File: src/rtl/player_hit_detect_if.sv
// Bundle of signals between the hit detector, the player bullet controller,
// the enemy formation controller and the enemy renderer.
// master: the surrounding game logic. slave: the hit detector.
interface player_hit_detect_if #(
    parameter int N_ENEMIES = 8
);
    logic                 frame_start;
    logic                 level_restart;
    logic                 bullet_active;
    logic [10:0]          bullet_X;
    logic [10:0]          bullet_Y;
    logic [10:0]          form_X;
    logic [10:0]          form_Y;
    logic [N_ENEMIES-1:0] enemy_alive;
    logic [4:0]           enemies_left;
    logic                 all_dead;
    logic                 hit_valid;
    logic [3:0]           hit_index;
    logic                 bullet_kill;
    logic                 busy;

    modport master (
        output frame_start, level_restart, bullet_active,
        output bullet_X, bullet_Y, form_X, form_Y,
        input  enemy_alive, enemies_left, all_dead,
        input  hit_valid, hit_index, bullet_kill, busy
    );

    modport slave (
        input  frame_start, level_restart, bullet_active,
        input  bullet_X, bullet_Y, form_X, form_Y,
        output enemy_alive, enemies_left, all_dead,
        output hit_valid, hit_index, bullet_kill, busy
    );
endinterface

File: src/rtl/player_hit_detect.sv
// Player bullet vs. enemy formation hit detection. Once per frame the bullet
// and formation positions are snapshotted and enemies are tested one per
// clock; the first alive enemy struck is cleared and reported, and the
// bullet is retired.
module player_hit_detect #(
    parameter int N_ENEMIES         = 8,
    parameter int ENEMY_SPACING     = 96,
    parameter int HALF_ENEMY_WIDTH  = 24,
    parameter int HALF_ENEMY_HEIGHT = 16
) (
    input  logic                 pclk,
    input  logic                 rst,
    player_hit_detect_if.slave   bus
);
    typedef enum logic [1:0] {
        IDLE   = 2'd0,
        SCAN   = 2'd1,
        REPORT = 2'd2
    } state_t;

    state_t               state_q;
    logic [3:0]           idx_q;
    logic [10:0]          bullet_x_q;
    logic [10:0]          bullet_y_q;
    logic [10:0]          form_x_q;
    logic [10:0]          form_y_q;
    logic [N_ENEMIES-1:0] enemy_alive_q;
    logic [4:0]           enemies_left_q;
    logic                 all_dead_q;
    logic                 hit_valid_q;
    logic                 bullet_kill_q;
    logic [3:0]           hit_index_q;

    logic [N_ENEMIES-1:0] idx_onehot;
    logic [15:0]          cx_d;
    logic [15:0]          bx_d;
    logic [15:0]          by_d;
    logic [15:0]          fy_d;
    logic                 x_hit_d;
    logic                 y_hit_d;
    logic                 match_d;

    // One-hot select of the enemy under test; avoids a variable-width bit select.
    generate
        for (genvar gi = 0; gi < N_ENEMIES; gi++) begin : g_sel
            assign idx_onehot[gi] = (idx_q == 4'(gi));
        end
    endgenerate

    // Hit-box test of the current enemy against the snapshot. Everything is
    // widened to 16 bits and only additions are used, so nothing can wrap.
    always_comb begin
        cx_d    = 16'(form_x_q) + 16'(idx_q) * 16'(ENEMY_SPACING);
        bx_d    = 16'(bullet_x_q);
        by_d    = 16'(bullet_y_q);
        fy_d    = 16'(form_y_q);
        x_hit_d = (bx_d + 16'(HALF_ENEMY_WIDTH) >= cx_d) &&
                  (bx_d <= cx_d + 16'(HALF_ENEMY_WIDTH));
        y_hit_d = (by_d + 16'(HALF_ENEMY_HEIGHT) >= fy_d) &&
                  (by_d <= fy_d + 16'(HALF_ENEMY_HEIGHT));
        match_d = (|(enemy_alive_q & idx_onehot)) && x_hit_d && y_hit_d;
    end

    // Scan FSM with the alive mask, counters and registered pulses.
    // level_restart overrides any scan in progress.
    always_ff @(posedge pclk) begin
        if (rst) begin
            state_q        <= IDLE;
            idx_q          <= 4'd0;
            bullet_x_q     <= 11'd0;
            bullet_y_q     <= 11'd0;
            form_x_q       <= 11'd0;
            form_y_q       <= 11'd0;
            enemy_alive_q  <= '1;
            enemies_left_q <= 5'(N_ENEMIES);
            all_dead_q     <= 1'b0;
            hit_valid_q    <= 1'b0;
            bullet_kill_q  <= 1'b0;
            hit_index_q    <= 4'd0;
        end else if (bus.level_restart) begin
            state_q        <= IDLE;
            enemy_alive_q  <= '1;
            enemies_left_q <= 5'(N_ENEMIES);
            all_dead_q     <= 1'b0;
            hit_valid_q    <= 1'b0;
            bullet_kill_q  <= 1'b0;
        end else begin
            case (state_q)
                IDLE: begin
                    if (bus.frame_start && bus.bullet_active && !all_dead_q) begin
                        bullet_x_q <= bus.bullet_X;
                        bullet_y_q <= bus.bullet_Y;
                        form_x_q   <= bus.form_X;
                        form_y_q   <= bus.form_Y;
                        idx_q      <= 4'd0;
                        state_q    <= SCAN;
                    end
                end
                SCAN: begin
                    if (match_d) begin
                        enemy_alive_q  <= enemy_alive_q & ~idx_onehot;
                        enemies_left_q <= enemies_left_q - 5'd1;
                        all_dead_q     <= (enemies_left_q == 5'd1);
                        hit_index_q    <= idx_q;
                        hit_valid_q    <= 1'b1;
                        bullet_kill_q  <= 1'b1;
                        state_q        <= REPORT;
                    end else if (idx_q == 4'(N_ENEMIES - 1)) begin
                        state_q <= IDLE;
                    end else begin
                        idx_q <= idx_q + 4'd1;
                    end
                end
                REPORT: begin
                    hit_valid_q   <= 1'b0;
                    bullet_kill_q <= 1'b0;
                    state_q       <= IDLE;
                end
                default: state_q <= IDLE;
            endcase
        end
    end

    assign bus.enemy_alive  = enemy_alive_q;
    assign bus.enemies_left = enemies_left_q;
    assign bus.all_dead     = all_dead_q;
    assign bus.hit_valid    = hit_valid_q;
    assign bus.bullet_kill  = bullet_kill_q;
    assign bus.hit_index    = hit_index_q;
    assign bus.busy         = (state_q != IDLE);
endmodule

File: src/flat_wrapper.sv
// flat-port wrapper written by rule: the top's interface ports become plain ports
module player_hit_detect_flat 
#(
    parameter int N_ENEMIES         = 8,
    parameter int ENEMY_SPACING     = 96,
    parameter int HALF_ENEMY_WIDTH  = 24,
    parameter int HALF_ENEMY_HEIGHT = 16
)
  (pclk, rst, bus_frame_start, bus_level_restart, bus_bullet_active, bus_bullet_X, bus_bullet_Y, bus_form_X, bus_form_Y, bus_enemy_alive, bus_enemies_left, bus_all_dead, bus_hit_valid, bus_hit_index, bus_bullet_kill, bus_busy);
  player_hit_detect_if #(.N_ENEMIES(N_ENEMIES)) bus_i ();
  input  logic pclk;
  input  logic rst;
  input wire logic [$bits(bus_i.frame_start)-1:0] bus_frame_start;
  input wire logic [$bits(bus_i.level_restart)-1:0] bus_level_restart;
  input wire logic [$bits(bus_i.bullet_active)-1:0] bus_bullet_active;
  input wire logic [$bits(bus_i.bullet_X)-1:0] bus_bullet_X;
  input wire logic [$bits(bus_i.bullet_Y)-1:0] bus_bullet_Y;
  input wire logic [$bits(bus_i.form_X)-1:0] bus_form_X;
  input wire logic [$bits(bus_i.form_Y)-1:0] bus_form_Y;
  output wire logic [$bits(bus_i.enemy_alive)-1:0] bus_enemy_alive;
  output wire logic [$bits(bus_i.enemies_left)-1:0] bus_enemies_left;
  output wire logic [$bits(bus_i.all_dead)-1:0] bus_all_dead;
  output wire logic [$bits(bus_i.hit_valid)-1:0] bus_hit_valid;
  output wire logic [$bits(bus_i.hit_index)-1:0] bus_hit_index;
  output wire logic [$bits(bus_i.bullet_kill)-1:0] bus_bullet_kill;
  output wire logic [$bits(bus_i.busy)-1:0] bus_busy;
  assign bus_i.frame_start = bus_frame_start;
  assign bus_i.level_restart = bus_level_restart;
  assign bus_i.bullet_active = bus_bullet_active;
  assign bus_i.bullet_X = bus_bullet_X;
  assign bus_i.bullet_Y = bus_bullet_Y;
  assign bus_i.form_X = bus_form_X;
  assign bus_i.form_Y = bus_form_Y;
  assign bus_enemy_alive = bus_i.enemy_alive;
  assign bus_enemies_left = bus_i.enemies_left;
  assign bus_all_dead = bus_i.all_dead;
  assign bus_hit_valid = bus_i.hit_valid;
  assign bus_hit_index = bus_i.hit_index;
  assign bus_bullet_kill = bus_i.bullet_kill;
  assign bus_busy = bus_i.busy;
  player_hit_detect #(.N_ENEMIES(N_ENEMIES), .ENEMY_SPACING(ENEMY_SPACING), .HALF_ENEMY_WIDTH(HALF_ENEMY_WIDTH), .HALF_ENEMY_HEIGHT(HALF_ENEMY_HEIGHT)) u_core (.pclk(pclk), .rst(rst), .bus(bus_i));
endmodule
File: config.mk
export PLATFORM = sky130hd
export DESIGN_NAME = player_hit_detect_flat
export DESIGN_NICKNAME = d
export VERILOG_FILES = /design/src/rtl/player_hit_detect_if.sv /design/src/rtl/player_hit_detect.sv /design/src/flat_wrapper.sv
export SDC_FILE = /design/constraint.sdc
export NUM_CORES = 1
export LEC_CHECK = 0
export BUFFER_PORTS_ARGS = -buffer_cell sky130_fd_sc_hd__buf_2
export CAP_MARGIN = 10
export CELL_PAD_IN_SITES_DETAIL_PLACEMENT = 1
export CELL_PAD_IN_SITES_GLOBAL_PLACEMENT = 1
export CORE_ASPECT_RATIO = 0.6
export CORE_MARGIN = 3
export CORE_UTILIZATION = 43
export DETAILED_ROUTE_END_ITERATION = 8
export GPL_TIMING_DRIVEN = 0
export PLACE_DENSITY = 0.85
export REMOVE_ABC_BUFFERS = 1
export SYNTH_ARGS = -nofsm -noshare
export SYNTH_HDL_FRONTEND = slang
export SYNTH_SLANG_ARGS = --single-unit
File: constraint.sdc
create_clock -name pclk -period 5.58 [get_ports pclk]
set_input_delay 0.837 -clock pclk [delete_from_list [all_inputs] [get_ports pclk]]
set_output_delay 0.837 -clock pclk [all_outputs]
set_load 0.01 [all_outputs]
# ---- After elaboration in Yosys (flattened, before gate mapping)
# Index checks and enable logic that the tools add are counted.
# W data, S select, Z words.
dict set report totals {
  ff_bits 69
  in_bits 49
  output_inout_bits 21
}
dict set report op_classes {
  add_sub_neg 7
  mul 1
  n_lt_le_gt_ge 4
  n_eq_ne 15
  muxes 10
  bitwise 4
  reduce_logical 20
}
# op n
set op_table {}
lappend op_table {{$add A11 B5 Y12 const B} 3}
lappend op_table {{$le A11 B16 Y1} 2}
lappend op_table {{$add A16 B5 Y16 const B} 1}
lappend op_table {{$and A8 B8 Y8} 2}
lappend op_table {{$eq A4 B3 Y1 const B} 4}
lappend op_table {{$ge A16 B11 Y1} 1}
lappend op_table {{$ge A16 B16 Y1} 1}
lappend op_table {{$add A11 B11 Y12} 1}
lappend op_table {{$mux W4} 3}
lappend op_table {{$eq A4 B2 Y1 const B} 2}
lappend op_table {{$not A8 Y8} 1}
lappend op_table {{$pmux W4 S2} 1}
lappend op_table {{$reduce_or A8 Y1} 1}
lappend op_table {{$logic_and A1 B1 Y1} 6}
lappend op_table {{$mul A4 B2 Y6 const B} 1}
lappend op_table {{$mux W2} 3}
lappend op_table {{$reduce_and A2 Y1} 3}
lappend op_table {{$reduce_and A3 Y1} 2}
lappend op_table {{$reduce_bool A2 Y1} 3}
lappend op_table {{$eq A5 B1 Y1 const B} 1}
lappend op_table {{$reduce_and A5 Y1} 1}
lappend op_table {{$sub A5 B1 Y5 const B} 1}
lappend op_table {{$add A4 B1 Y4 const B} 1}
lappend op_table {{$eq A4 B1 Y1 const B} 1}
lappend op_table {{13 further kinds} 15}

# ---- Logic depth before layout (Yosys ltp)
# Gate-level depths: netlist (run 1).
dict set report logic_depth {
  ltp_word 9
  ltp_mapped 19
  mapped_depth_nobuf 17
}

# ---- Least setup slack after synthesis (run 1)
# OpenSTA, ideal clock, no wires.
dict set report synth_timing {
  path_type {flip-flop to flip-flop}
  from {reg u_core.idx_q[1]}
  to {reg u_core.enemy_alive_q[4], in the netlist u_core.bus.enemy_alive[4]}
  arrival_time_ps 3913
  required_ps 5466
  path_slack_ps 1553
  path_stages_with_launch 19
  path_buffers 2
  period_less_slack_ps 4027
  path_cell_list {dfxtp_1 > ha_1 > fa_1 > xor2_1 > ha_1 > a211oi_1 > nor2_1 > xor2_4 > inv_1 > ha_1 > a21oi_1 > o21ai_0 > nor4_1 > o21ai_0 > and4b_1 > clkbuf_1 > clkbuf_1 > nand4_1 > a21o_1}
}
dict set report synth_via {
  elab_chain_len 8
  word_cells_on_any_way 21
  cone_classes {add/sub (2); mul (1); order compare (2); eq/ne (7); bitwise (3); reduce/logical (6)}
}
# element line_no
set synth_rtl {}
lappend synth_rtl {{start: declaration} player_hit_detect.sv:22} ;# logic [3:0] idx_q;
lappend synth_rtl {{start signal: assignment} player_hit_detect.sv:111} ;# idx_q <= idx_q + 4'd1;
lappend synth_rtl {{$mul A4 B2 Y6} player_hit_detect.sv:53} ;# cx_d = 16'(form_x_q) + 16'(idx_q) * 16'(ENEMY_SPACING);
lappend synth_rtl {{$add A11 B11 Y12} player_hit_detect.sv:53}
lappend synth_rtl {{$add A16 B5 Y16} player_hit_detect.sv:58} ;# (bx_d <= cx_d + 16'(HALF_ENEMY_WIDTH));
lappend synth_rtl {{$le A11 B16 Y1} player_hit_detect.sv:58}
lappend synth_rtl {{$logic_and A1 B1 Y1} player_hit_detect.sv:57} ;# x_hit_d = (bx_d + 16'(HALF_ENEMY_WIDTH) >= cx_d) &&
lappend synth_rtl {{$logic_and A1 B1 Y1 (2 in series)} player_hit_detect.sv:61} ;# match_d = (|(enemy_alive_q & idx_onehot)) && x_hit_d && y_hit_d;
lappend synth_rtl {{$reduce_and A2 Y1 (no source line)} -}
lappend synth_rtl {{end signal: assignment} player_hit_detect.sv:101} ;# enemy_alive_q <= enemy_alive_q & ~idx_onehot;
lappend synth_rtl {{end: declaration} player_hit_detect.sv:27} ;# logic [N_ENEMIES-1:0] enemy_alive_q;
# Parallel ways exist; a longest one is shown, timed or not.
# A chain may end at the register's enable or synchronous reset.

# ---- Worst setup path in the final report (run 1)
dict set report layout_timing {
  from {reg u_core.idx_q[1]}
  to {reg u_core.idx_q[2]}
}
dict set report layout_via {
  elab_chain_len 9
  word_cells_on_any_way 25
  cone_classes {add/sub (3); mul (1); order compare (2); eq/ne (9); mux (3); bitwise (1); reduce/logical (6)}
}
# element line_no
set layout_rtl {}
lappend layout_rtl {{$mul A4 B2 Y6} player_hit_detect.sv:53}
lappend layout_rtl {{$add A11 B11 Y12} player_hit_detect.sv:53}
lappend layout_rtl {{$add A16 B5 Y16} player_hit_detect.sv:58}
lappend layout_rtl {{$le A11 B16 Y1} player_hit_detect.sv:58}
lappend layout_rtl {{$logic_and A1 B1 Y1} player_hit_detect.sv:57}
lappend layout_rtl {{$logic_and A1 B1 Y1 (2 in series)} player_hit_detect.sv:61}
lappend layout_rtl {{$ne A2 B2 Y1 (no source line)} -}
lappend layout_rtl {{$reduce_and A5 Y1 (no source line)} -}
# Parallel ways exist; a longest one is shown, timed or not. The select of a mux whose other input is x is not followed.

==> results.toml, run 1 <==
[drt]
detail_route.vias_per_cell = 5.52
iteration_0_drc_count_of_the_detailed_router = 193
drc = 0
drt_first_pass_iters = 4
dr_wl_cell_um = 17.3
detail_route.wirelength_um = 13000
num_vias = 4137
postRouteAntennaNets = 0

[cts]
post_cts_buffers = 0
clockRootBuffer = "clkbuf_16"
post_cts_hold_buffer_count = 0
cts_buffers = 9
post_cts_resized = 0
tritoncts = "built"
clock_sink_count = 69
ctsLongestPathBuffers = 2
htree_levels = 3
clk_latency_ns = 0.33
clk_pin_slew_worst_paths_ns = 0.06

[synth]
leading_cell_type_by_number_of_instances_after_synthesis = "nand2_1"
synth_enable_flop_cells = 0
synthCells = 550
synthTopCellsByArea = "dfxtp_1 31%, ha_1 16%, nand2_1 9.1%"
mean_instance_size_in_the_synthesized_netlist_um2 = 8.18
post_synth_num_cell_types = 65
synth_largest_area_cell = "dfxtp_1"
synth_seq_cells = 69
ys_async_sr_fraction = 0
yosys_warnings = 0
yosysSeqAreaShare = 0.307
ys_top_cells_by_count = "109 x nand2_1, 69 x dfxtp_1, 59 x a21oi_1, 59 x ha_1, 38 x inv_1"
synth_top_cell_area_share = 0.307
synth_flop_cell = "dfxtp_1"
synth.cell_area_um2 = 4500

[setup_path]
worstSetupStartpointType = "flop"
critical_path_peak_fanout = 19
arrival_ns = 5.39
critical_path.max_stage_delay_ns = 0.55
critical_path.top_delay_family = "compound AO/OA/AOI/OAI gates"
worst_path_max_delay_cell = "a2111oi_2"
worst_setup_path_end_kind = "flop"
critical-path-top-cell-by-count = "ha_1"
critPathKind = "reg2reg"
crit_buf_inv = 1
path_cells = "ha_1 > fa_1 > ha_1 > a211oi_1 > nor4b_1 > nand4b_1 > inv_1 > ha_1 > nand2_1 > o21ai_0 > nor4_1 > o21ai_0 > and4b_1 > a2111oi_2 > mux2i_1"
required_ns = 5.84

[power_and_ir_drop]
peakVddDrop_mv = 0.158
totalPowerFinal_mw = 1.33
cellLeakagePower_nw = 2.17
pwr_density_cell_nw_per_um2 = 252

[sta]
clock_skew_ns = 0.00644
achievable-frequency_ghz = 0.195
worst-slew-pin-transition_ns = 1.07
grt_setup_unrepaired = "false"
final.min_clock_period_ns = 5.13
finalWorstSetupSlack_ns = 0.449
final-hold-violation-count = 0
fin_setup_tns_ns = 0
layout_worst_path_cycle_share = 0.920
finalSetupViolCount = 0
slew_viol_final = 0
whs_ns = 0.458
timing.slew.headroom = 0.283

[job]
maxCapViolations = 0

[finish]
drive_above_1_share = 0.169
final_design_area_no_fill_um2 = 5280
fin_util = 0.526
layout.cells.non_filler = 749
n_antenna_cell = 0
fin_nets = 719
syn2layout_area_growth_pct = 17.3

[global_route]
first_pass_grt_wire_length_um = 21500
grt-ovfl-total = 0
first_global_vias = 4358
grt_util_all_layers = 0.224
grt_max_degree = 51
antenna_violations_before_repair = 0

[die]
placementRows = 28
initial_utilization = 0.449
fp.coreArea_um2 = 10000
die_area_um2 = 11800
fp.dieW_um = 138
die_height_um = 85.2
io_pins = 70

[placed_design]
placement.setup.worst_slack_ns = 0.627
port_buffers = 69
placed_area_um2 = 4940
place_inst = 733
hpwlAfterDp_um = 9770
gp_congestion = 0.861

[min_path]
worst_min_delay_path_category = "reg2reg"

[run_status]
status = "finished clean"
-- cell families (layout without fill, tap and decap cells) --
| logic type | Yosys count | after routing | share of synthesized area |
|---|---|---|---|
| DFF | 69 | 69 | 0.307 |
| AOI/OAI and AO/OA | 135 | 135 | 0.193 |
| muxes | 5 | 5 | 0.0111 |
| adders and majority gates | 61 | 61 | 0.173 |
| buffers and inverters | 62 | 126 | 0.0548 |
| and+or+nand+nor | 193 | 193 | 0.208 |
| xor gates and xnor gates | 25 | 25 | 0.0529 |
-- cells in the final DEF (no fill, tap or decap), types with 5 or more instances in the layout --
cell type	instances
mux2i_1	5
ha_1	59
nand3_1	14
clkbuf_16	9
xnor2_1	17
buf_2	69
dfxtp_1	69
xor2_1	7
a21o_1	13
inv_1	38
nand2_1	109
a21oi_1	59
nand4_1	12
nor2_1	17
o21ai_0	19
-- sequential cells by signal, summed over array words and instances, names as in the netlist, 2 cells and up --
name	cells
u_core.bullet_x_q	11
u_core.bus.enemy_alive	8
u_core.bus.enemies_left	5
u_core.state_q	2
u_core.bus.hit_index	4
u_core.idx_q	4
u_core.form_y_q	11
u_core.form_x_q	11
u_core.bullet_y_q	11
-- worst min-delay path, delay by kind of cell, from the launching register on --
kind	cells	cell delay, ns
AOI/OAI and AO/OA	1	0.05
DFF	1	0.31
and+or+nand+nor	1	0.05
-- report_power, final --
group	leakage, nW	internal, mW	switching (mW)
sequential	0.559	0.504	0.0124
clock	0.169	0.435	0.220
combinational	1.44	0.0644	0.0957
total	2.17	1.00	0.328
-- metal layers --
layer | wire, um | vias to the layer above | GRT usage
met1 | 5910 | 1987 | 0.287
met5 | 0 | - | 0
li1 | - | 2051 | -
met4 | 127 | 0 | 0.0538
met2 | 6300 | 84 | 0.384
met3 | 613 | 15 | 0.0546
-- cell type report --
| type | count | area (um^2) |
|---|---|---|
| timing repair buffer | 71 | 364 |
| clock inverter | 7 | 114 |
| tap | 135 | 169 |
| clock buffer | 9 | 225 |
| sequential | 69 | 1380 |
| multi-input combinational | 419 | 2880 |
| fill | 1265 | 4740 |
| inverter | 39 | 146 |
-- final timing paths --
kind | from | endpoint | slack, ns | depth (start not counted)
worst max register to register | u_core.idx_q[1] | u_core.idx_q[2] | 0.45 | 15
worst max-delay path | u_core.idx_q[1] | u_core.idx_q[2] | 0.45 | 15
worst min-delay path | u_core.bullet_x_q[0] | u_core.bullet_x_q[0] | 0.46 | 2
worst min register to register | u_core.bullet_x_q[0] | u_core.bullet_x_q[0] | 0.46 | 2
Note: power is estimated with default switching activity, not from simulation.
==> run 2: changes to the inputs <==
--- a/config.mk
+++ b/config.mk
@@ -9,7 +9,6 @@
 export CAP_MARGIN = 10
 export CELL_PAD_IN_SITES_DETAIL_PLACEMENT = 1
 export CELL_PAD_IN_SITES_GLOBAL_PLACEMENT = 1
-export CORE_ASPECT_RATIO = 0.6
 export CORE_MARGIN = 3
 export CORE_UTILIZATION = 43
 export DETAILED_ROUTE_END_ITERATION = 8
==> results.toml, run 2 (synthesized netlist as in run 1, its figures left out) <==
[run_status]
status = "finished clean"

[job]
maxCapViolations = 0

[global_route]
antenna_violations_before_repair = 0
grt_util_all_layers = 0.221
grt_max_degree = 51
grt-ovfl-total = 0
first_pass_grt_wire_length_um = 20700
first_global_vias = 4395

[drt]
iteration_0_drc_count_of_the_detailed_router = 167
num_vias = 4164
postRouteAntennaNets = 0
detail_route.vias_per_cell = 5.57
drc = 0
dr_wl_cell_um = 16.5
detail_route.wirelength_um = 12300
drt_first_pass_iters = 4

[cts]
htree_levels = 3
post_cts_resized = 0
ctsLongestPathBuffers = 2
cts_buffers = 9
tritoncts = "built"
clk_pin_slew_worst_paths_ns = 0.08
post_cts_hold_buffer_count = 0
post_cts_buffers = 0
clock_sink_count = 69
clockRootBuffer = "clkbuf_8"
clk_latency_ns = 0.35

[finish]
fillerInstances = 1233
syn2layout_area_growth_pct = 14.3
n_antenna_cell = 0
combined_flip_flop_and_latch_cell_area_um2 = 1380
drive_above_1_share = 0.167
fin_util = 0.516
multiInputGateArea_um2 = 2880
layout.cells.most_common_list = "109 x nand2_1, 69 x buf_2, 69 x dfxtp_1"
fin_nets = 720
mostFrequentLayoutCell = "nand2_1"

[power_and_ir_drop]
totalPowerFinal_mw = 1.09
peakVddDrop_mv = 0.135
cellLeakagePower_nw = 2.10
pwr_density_cell_nw_per_um2 = 213

[sta]
layout_worst_path_cycle_share = 0.871
finalSetupViolCount = 0
worst-slew-pin-transition_ns = 0.946
whs_ns = 0.461
achievable-frequency_ghz = 0.206
clock_skew_ns = 0.00637
timing.slew.headroom = 0.369
final.min_clock_period_ns = 4.86
final-hold-violation-count = 0
fin_setup_tns_ns = 0
finalWorstSetupSlack_ns = 0.719
slew_viol_final = 0
grt_setup_unrepaired = "false"

[setup_path]
rr_endpoint = "u_core.idx_q[2]"
critical-path-top-cell-by-count = "ha_1"
critPathKind = "reg2reg"
crit-reg2reg-launch = "u_core.idx_q[1]"
critical_path.max_stage_delay_ns = 0.49
worst-r2r-cell-count = 15
arrival_ns = 5.14
required_ns = 5.86
path_cells = "ha_1 > fa_1 > ha_1 > a211oi_1 > nor2_1 > xor2_4 > inv_1 > ha_1 > a21oi_1 > o21ai_0 > nor4_1 > o21ai_0 > and4b_1 > a2111oi_2 > mux2i_1"
worst_setup_path_end_kind = "flop"
critical_path_peak_fanout = 19
worstSetupStartpointType = "flop"
worst_path_max_delay_cell = "dfxtp_1"
critical_path.top_delay_family = "adder cells"
cp_num_cells = 15
ff2ff_setup_slack_ns = 0.72
crit_buf_inv = 1

[placed_design]
gp_congestion = 0.810
placement.setup.worst_slack_ns = 0.721
port_buffers = 69
hpwlAfterDp_um = 9330

[die]
io_pins = 70
die_area_um2 = 11700
initial_utilization = 0.452
placementRows = 36
fp.dieW_um = 108
die_height_um = 108
fp.coreArea_um2 = 9950

[min_path]
worst_min_delay_path_category = "reg2reg"
hold_path_depth = 2
hold_path_startpoint = "u_core.form_x_q[2]"
timing.hold.worst_endpoint = "u_core.form_x_q[2]"
-- run 2: cell types whose count changed in the layout (fill, tap and decap cells not counted), moves of 2 or more --
cell       before  now
clkbuf_8        0   10
buf_6           1    3
clkbuf_1        0    2
clkbuf_16       9    0
bufinv_16       3    1
-- run 2: cell type report --
class,instances,share of cell area
well taps,133,0.0324
clock inverters,4,0.00925
repair buffers,72,0.0737
multi-input cells,419,0.559
inverters,39,0.0285
flip-flops and latches,69,0.269
clock buffers,12,0.0282
-- run 2: tightest hold or removal path: cells and delay by family, from the launching register on --
kind / cells / cell delay (ns)
simple gates: 1 / 0.05
compound gates: 1 / 0.05
flops: 1 / 0.32
-- run 2: per-stage QoR --
step,cells,area (um^2)
final,748,5140
after global routing,748,5140
after CTS,748,5140
after detailed placement,732,4950
after global placement,729,4910
after floorplan,527,4400
-- run 2: power breakdown --
group / total (mW) / internal, mW / switching, mW / leakage [nW]
clock network: 0.419 / 0.218 / 0.201 / 0.0964
logic: 0.160 / 0.0652 / 0.0951 / 1.44
registers: 0.516 / 0.503 / 0.0121 / 0.559
total: 1.09 / 0.786 / 0.309 / 2.10
-- run 2: metal layers --
metal | wire length [um] | up-vias | track usage
li1 | - | 2050 | -
met1 | 5330 | 2021 | 0.257
met2 | 6390 | 73 | 0.412
met3 | 445 | 20 | 0.0418
met4 | 176 | 0 | 0.0631
met5 | 0 | - | 0
-- run 2: worst max-delay path by stage --
stage,start,endpoint,slack [ns]
final,u_core.idx_q[1],u_core.idx_q[2],0.72
after global routing,u_core.idx_q[1],u_core.idx_q[2],0.28
after CTS,u_core.idx_q[1],u_core.idx_q[2],0.72
after detailed placement,u_core.idx_q[1],u_core.idx_q[2],0.72
after global placement,bus_level_restart,u_core.idx_q[2],0.17
after floorplan,u_core.idx_q[1],u_core.idx_q[2],1.57
==> run 3: changes to the inputs <==
--- a/config.mk
+++ b/config.mk
@@ -12,8 +12,9 @@
 export CORE_MARGIN = 3
 export CORE_UTILIZATION = 43
 export DETAILED_ROUTE_END_ITERATION = 8
+export GPL_ROUTABILITY_DRIVEN = 0
 export GPL_TIMING_DRIVEN = 0
-export PLACE_DENSITY = 0.85
+export PLACE_DENSITY = 0.82
 export REMOVE_ABC_BUFFERS = 1
 export SYNTH_ARGS = -nofsm -noshare
 export SYNTH_HDL_FRONTEND = slang
==> results.toml, run 3 (synthesized netlist as in run 1, its figures left out) <==
[setup_path]
required_ns = 5.85
arrival_ns = 5.09
worst_setup_path_end_kind = "flop"
ff2ff_setup_slack_ns = 0.77
critical_path_peak_fanout = 19
critPathKind = "reg2reg"
worstSetupStartpointType = "flop"

[run_status]
status = "finished clean"

[die]
fp.dieW_um = 108
io_pins = 70
die_height_um = 108
fp.coreArea_um2 = 9950
initial_utilization = 0.452
die_area_um2 = 11700
placementRows = 36

[drt]
dr_wl_cell_um = 15.8
num_vias = 4053
drt_first_pass_iters = 5
detail_route.vias_per_cell = 5.43
postRouteAntennaNets = 0
drc = 0
iteration_0_drc_count_of_the_detailed_router = 126
detail_route.wirelength_um = 11800

[sta]
final-hold-violation-count = 0
whs_ns = 0.457
clock_skew_ns = 0.0103
slew_viol_final = 0
finalSetupViolCount = 0
worst-slew-pin-transition_ns = 1.00
fin_setup_tns_ns = 0
grt_setup_unrepaired = "false"
final.min_clock_period_ns = 4.81
layout_worst_path_cycle_share = 0.862
achievable-frequency_ghz = 0.208
timing.slew.headroom = 0.329

[placed_design]
hpwlAfterDp_um = 8900
port_buffers = 69
placed_area_um2 = 4940

[cts]
cts_buffers = 9
clockRootBuffer = "clkbuf_8"
clk_pin_slew_worst_paths_ns = 0.09
post_cts_buffers = 0
clk_latency_ns = 0.35
ctsLongestPathBuffers = 2
htree_levels = 3
post_cts_hold_buffer_count = 0
tritoncts = "built"
post_cts_resized = 0
clock_sink_count = 69

[power_and_ir_drop]
pwr_density_cell_nw_per_um2 = 228
peakVddDrop_mv = 0.126
cellLeakagePower_nw = 2.11

[global_route]
met3_resource_use_gr = 0.0394
grt_busiest_layer = "met2"
first_global_vias = 4381
first_pass_grt_wire_length_um = 20300
antenna_violations_before_repair = 0
grt-ovfl-total = 0
grt_use_met1 = 0.264
grt_util_all_layers = 0.216
grt_max_degree = 51
globalRouteMet2Util = 0.396

[finish]
final_design_area_no_fill_um2 = 5180
mostFrequentLayoutCell = "nand2_1"
drive_above_1_share = 0.168
syn2layout_area_growth_pct = 15.1
n_antenna_cell = 0
fillerInstances = 1256
fin_nets = 719
fin_util = 0.520
layout.cells.most_common_list = "109 x nand2_1, 69 x buf_2, 69 x dfxtp_1"

[job]
maxCapViolations = 0

[min_path]
worst_min_delay_path_category = "reg2reg"
## run 3: changes by cell type in the layout (fill, tap and decap cells not counted)
cell       change
clkbuf_1       -1
clkbuf_8       -1
buf_6          -1
bufinv_16      +2
clkinv_4       +1
clkinv_2       -1
## run 3: area by class of cell
class / count / area, um^2 / share of cell area
Multi-Input combinational cell: 419 / 2880 / 0.555
Clock inverter: 6 / 111 / 0.0215
Inverter: 39 / 146 / 0.0283
Sequential cell: 69 / 1380 / 0.267
Clock buffer: 10 / 128 / 0.0247
Tap cell: 133 / 166 / 0.0321
Timing Repair Buffer: 71 / 368 / 0.0711
## run 3: path summary, 6_finish.rpt
check                     startpoint            endpoint  cells past startpoint
setup / recovery     u_core.idx_q[1]     u_core.idx_q[2]                     15
hold / removal    u_core.form_x_q[2]  u_core.form_x_q[2]                      2
setup reg to reg     u_core.idx_q[1]     u_core.idx_q[2]                     15
hold reg to reg   u_core.form_x_q[2]  u_core.form_x_q[2]                      2
## run 3: metal layers
layer | routed length [um] | up-vias | part of all wire
li1 | - | 2041 | -
met1 | 5220 | 1912 | 0.44
met2 | 5940 | 84 | 0.50
met3 | 499 | 16 | 0.042
met4 | 122 | 0 | 0.010
met5 | 0 | - | 0
## run 3: critical path, cell delays in order, from the launching register on
cell	delay, ns
dfxtp_1	0.46
ha_1	0.41
fa_1	0.47
ha_1	0.36
a211oi_1	0.32
nor2_1	0.17
xor2_4	0.25
inv_1	0.07
ha_1	0.30
a21oi_1	0.14
o21ai_0	0.19
nor4_1	0.19
o21ai_0	0.20
and4b_1	0.49
a2111oi_2	0.49
mux2i_1	0.22
## run 3: power by group
group          switching (mW)  total, mW  internal (mW)
logic                  0.0918      0.156         0.0642
registers              0.0118      0.515          0.503
clock network           0.211      0.508          0.297
## run 3: through the flow
stage	setup slack [ns]	power, mW	std cells
after global placement	0.187	0.672	729
after detailed placement	0.838	0.682	731
final	0.769	1.18	747
after CTS	0.771	1.19	747
after global routing	0.248	1.24	747
after floorplan	1.57	0.621	527
